--- config.mk ---
export PLATFORM = sky130hd
export DESIGN_NAME = fir_decimator_fifo
export DESIGN_NICKNAME = d
export VERILOG_FILES = /design/src/rtl/fir_decimator_fifo.sv
export SDC_FILE = /design/constraint.sdc
export NUM_CORES = 1
export LEC_CHECK = 0
export BUFFER_PORTS_ARGS = -buffer_cell sky130_fd_sc_hd__buf_2
export CORE_MARGIN = 5
export CORE_UTILIZATION = 45
export CTS_CLUSTER_DIAMETER = 80
export CTS_CLUSTER_SIZE = 40
export DETAILED_ROUTE_END_ITERATION = 10
export MAX_ROUTING_LAYER = met4
export SYNTH_ARGS = -nofsm -noshare
export SYNTH_HDL_FRONTEND = slang
export SYNTH_SLANG_ARGS = --single-unit
--- constraint.sdc ---
create_clock -name clk -period 4.9 [get_ports clk]
set_input_delay 0.245 -clock clk [delete_from_list [all_inputs] [get_ports clk]]
set_output_delay 0.245 -clock clk [all_outputs]
set_load 0.1 [all_outputs]
--- src/rtl/fir_decimator_fifo.sv ---
// Decimates the FIR output stream by a runtime ratio and buffers the kept samples
// in a first-word-fall-through FIFO read over a valid/ready handshake.
module fir_decimator_fifo #(
   parameter int unsigned DATA_W = 16,
   parameter int unsigned DEPTH  = 8,
   parameter int unsigned LVL_W  = $clog2(DEPTH) + 1
) (
   input  logic              clk,
   input  logic              rst_n,
   input  logic              in_valid,
   input  logic [DATA_W-1:0] in_sample,
   input  logic [3:0]        ratio,
   output logic              out_valid,
   input  logic              out_ready,
   output logic [DATA_W-1:0] out_sample,
   output logic [LVL_W-1:0]  fill_level,
   output logic              overflow
);

   localparam int unsigned AW = (DEPTH > 1) ? $clog2(DEPTH) : 1;

   logic [DATA_W-1:0] r_mem [DEPTH];
   logic [3:0]        r_phase;
   logic [3:0]        r_ratio;
   logic              r_fresh;
   logic [AW-1:0]     r_wr;
   logic [AW-1:0]     r_rd;
   logic [LVL_W-1:0]  r_lvl;
   logic              r_out_valid;
   logic [DATA_W-1:0] r_out_sample;
   logic              r_ovf;

   logic [3:0]        w_ratio_eff;
   logic              w_wrap;
   logic              w_keep;
   logic              w_full;
   logic              w_pop;
   logic              w_push;
   logic              w_drop;
   logic [AW-1:0]     w_wr_nxt;
   logic [AW-1:0]     w_rd_nxt;
   logic [LVL_W-1:0]  w_lvl_nxt;
   logic [DATA_W-1:0] w_head_nxt;

   // The first period after reset release runs on the live ratio port value.
   always_comb begin
      w_ratio_eff = r_fresh ? ratio : r_ratio;
      w_wrap      = in_valid && (r_phase == w_ratio_eff);
      w_keep      = in_valid && (r_phase == 4'd0);
      w_full      = (r_lvl == LVL_W'(DEPTH));
      w_pop       = r_out_valid && out_ready;
      w_push      = w_keep && (!w_full || w_pop);
      w_drop      = w_keep && w_full && !w_pop;
      w_wr_nxt    = w_push ? (r_wr + AW'(1)) : r_wr;
      w_rd_nxt    = w_pop ? (r_rd + AW'(1)) : r_rd;
      w_lvl_nxt   = r_lvl;
      if (w_push && !w_pop) begin
         w_lvl_nxt = r_lvl + LVL_W'(1);
      end else if (w_pop && !w_push) begin
         w_lvl_nxt = r_lvl - LVL_W'(1);
      end
      // Head after this edge may be the sample being written right now.
      w_head_nxt = (w_push && (r_wr == w_rd_nxt)) ? in_sample : r_mem[w_rd_nxt];
   end

   always_ff @(posedge clk or negedge rst_n) begin
      if (!rst_n) begin
         r_phase      <= 4'd0;
         r_ratio      <= 4'd0;
         r_fresh      <= 1'b1;
         r_wr         <= '0;
         r_rd         <= '0;
         r_lvl        <= '0;
         r_out_valid  <= 1'b0;
         r_out_sample <= '0;
         r_ovf        <= 1'b0;
      end else begin
         r_fresh <= 1'b0;
         if (in_valid) begin
            r_phase <= w_wrap ? 4'd0 : (r_phase + 4'd1);
         end
         if (r_fresh || w_wrap) begin
            r_ratio <= ratio;
         end
         r_wr         <= w_wr_nxt;
         r_rd         <= w_rd_nxt;
         r_lvl        <= w_lvl_nxt;
         r_out_valid  <= (w_lvl_nxt != '0);
         r_out_sample <= (w_lvl_nxt != '0) ? w_head_nxt : '0;
         if (w_drop) begin
            r_ovf <= 1'b1;
         end
      end
   end

   // Storage is not reset; validity is tracked by the level and pointers.
   always_ff @(posedge clk) begin
      if (w_push) begin
         r_mem[r_wr] <= in_sample;
      end
   end

   assign out_valid  = r_out_valid;
   assign out_sample = r_out_sample;
   assign fill_level = r_lvl;
   assign overflow   = r_ovf;

endmodule
==> run summary <==
Final period util: 64.7%
Non-filler cells, final: 667
Port buffer count: 45
Die footprint: 17700 um2
Synthesis Warnings: 0
Final nets: 497
CTS root buf: clkbuf_16
Ranking of synthesized cells by area: edfxtp_1, dfrtp_1, mux4_2
Std cell rows: 45
Num CTS Buffers: 17
Clock Latency Late Sink: 0.42 ns
Cell taking the most area after synthesis: edfxtp_1
Initial antenna violation count: 0
Die height: 133 um
Post-route DRC violation count: 0
Synth Instances: 414
Max-slew violations: 0
Placed wire-length estimate: 8.54 mm
Top FF cell, synth: edfxtp_1
Post-synth top cells: edfxtp_1, dfrtp_1, nand2_1, nor2_1, a21oi_1
Final setup fails: 0
Via-to-Cell Ratio: 5.63
Final Hold Fails: 0
Switch Pwr: 2.33 mW
Setup_tns: 0 ns
WL/cell: 21.4 um
Crit path required time: 5.16 ns
Post-Route Skew: 0.00903 ns
TritonCTS clock tree: yes
Synth Net Count: 445
Status: finished clean
Cell variety after synth: 53
Longest Clk Path Bufs: 2
DR iter-0 viols: 317
Clock network power share: 22.4%
First-pass iteration count of the detailed router: 5
CP endpoint kind: flop
H-tree lvl count: 4
Sequential share of the synthesized area: 70.0%
Ys async rst share: 22.4%
Worst slew margin: 23.0%
P per Cell Area: 713 nW/um2
Overflow after GRT: 0
Syn_area_per_cell: 16.5 um2
Final setup margin: 1.73 ns
Filler cell count: 1235
Cell with the most instances after synthesis: edfxtp_1
CP Launch Type: flop
Peak Freq: 0.315 GHz
RSZ-0062 raised after global routing: no
Yosys top cell area share: 56.4%
#FFs+latches synth: 165
Num Clock Sinks: 165
Starting Density: 45.3%
First-pass GRT wire length: 22.2 mm
Core area: 15000 um2
Critical setup path kind: reg -> reg
Met2 usage: 27.3%
Flop pwr share: 33.8%
Worst slack at placement: 1.69 ns
Met3 GRT Util: 5.13%
Total internal power: 3.20 mW
Max-cap violation count: 0
Total GRT Usage: 17.5%
Mapped cell area: 6820 um2
Net Sw Frac: 42.1%
Reg clk slew, reported paths: 0.06 ns
WL final: 14.3 mm
Slew @ Worst Pin: 1.13 ns
Detail Route Antenna Nets: 0
Post-cts resize count: 0
Fin crit period: 3.17 ns
GPL Wtd Cong: 0.802
Layout cell share with drive strength beyond 1: 27.1%
Via Count: 3752
IO Pins: 46
Placed Cells: 634
Max FO, Critical Path: 18
P&R area growth vs syn: 13.9%
LEAKAGE: 2.76 nW
GR Layer Usage met1: 22.3%
Vias in the first global route: 3811
Largest net degree at the start of global routing: 38
Comb power frac: 43.8%
EDFF count, synth: 128
ANT cells: 0
Grt peak-use layer: met2
Min-Delay Path Class: in -> reg
Chip width: 133 um
Crit path DAT: 3.43 ns
Worst IR drop on VDD: 0.306 mV
## sequential cells by signal, summed over array words and instances (netlist names), 3 cells and up
register / flops
r_ratio: 4
r_mem: 128
r_rd: 3
r_phase: 4
out_sample: 16
fill_level: 4
r_wr: 3
## through the flow
stage | cell area, um2 | power, mW | hold WS, ns | utilization (%)
finish | 7760 | 5.53 | 0.0602 | 51.6
global route | 7760 | 5.83 | 0.0475 | 51.6
CTS | 7760 | 5.59 | 0.0411 | 51.6
detailed placement | 7200 | 4.34 | 0.431 | 47.9
global placement | 7200 | 4.31 | 0.426 | 47.9
floorplan | 6820 | 3.86 | -0.0506 | -
## critical path, cell delays in order, from the launching register on
cell,delay (ns)
dfrtp_1,0.68
ha_1,0.29
nand3_4,0.10
xor2_4,0.51
clkinv_1,0.67
mux4_2,0.46
mux2i_1,0.19
a211oi_2,0.10
## per-layer routing
metal / vias to the layer above / part of all wire, %
met5: - / 0
met4: 0 / 1.2
met3: 15 / 5.9
met2: 115 / 50
met1: 1906 / 43
li1: 1716 / -
## final timing paths
path / endpoint / start / cells after the start / slack (ns)
worst min register to register: overflow / overflow / 1 / 0.47
min in group asynchronous: r_wr[0] / rst_n / 2 / 0.48
worst min-delay path: r_ratio[3] / ratio[3] / 2 / 0.06
max in group asynchronous: out_sample[10] / rst_n / 2 / 3.86
worst max register to register: out_sample[14] / r_rd[0] / 7 / 1.73
worst max-delay path: out_sample[14] / r_rd[0] / 7 / 1.73
## timing repair
| item | 4_1_cts | 5_1_grt |
|---|---|---|
| hold buffers | 1 | 0 |
| setup buffers | 0 | 0 |
| setup endpoints to repair | 0 | 0 |
| hold endpoints to repair | 36 | 0 |
## layout by cell type (no fill, tap or decap), types with 6 or more instances in the layout
master     netlist  routed
a211oi_2        16      16
a21oi_1         19      19
a222oi_1        15      15
buf_2            9      45
buf_4            4      10
clkbuf_16        0      17
dfrtp_1         36      36
edfxtp_1       128     128
ha_1             7       7
inv_1            7       7
mux4_2          13      13
nand2_1         31      31
nand3_1          6       6
nor2_1          31      31
o21ai_0          9       9
o21ai_1          9       9
xnor2_1          8       8
## power by group through the flow
stage | Sequential, mW | Clock (mW) | Combinational [mW]
global route | 1.90 | 1.34 | 2.59
finish | 1.87 | 1.24 | 2.42
CTS | 1.87 | 1.27 | 2.45
floorplan | 2.49 | 0 | 1.37
detailed placement | 1.90 | 0 | 2.44
global placement | 1.90 | 0 | 2.41
## logic make-up (layout without fill, tap and decap cells)
| group | count (synthesis) | count (layout) | synth area share [%] |
|---|---|---|---|
| buf+inv | 31 | 96 | 2.92 |
| fa+ha+maj | 7 | 7 | 1.28 |
| mux | 29 | 29 | 7.75 |
| compound gates | 77 | 77 | 9.16 |
| flops | 165 | 165 | 70.0 |
| xor+xnor | 15 | 15 | 2.48 |
| other cells | 1 | 1 | 0.0550 |
| simple gates | 89 | 89 | 6.37 |
## layout make-up
cell class              count  area, um2  area share, %
clock buffers              18        429           5.53
clock inverters            14        128           1.64
inverters                   8       30.0          0.387
multi-input cells         218       1860           24.0
flip-flops and latches    165       4770           61.5
well taps                 188        235           3.03
repair buffers             56        310           4.00
Power figures use the tool's default switching activity.
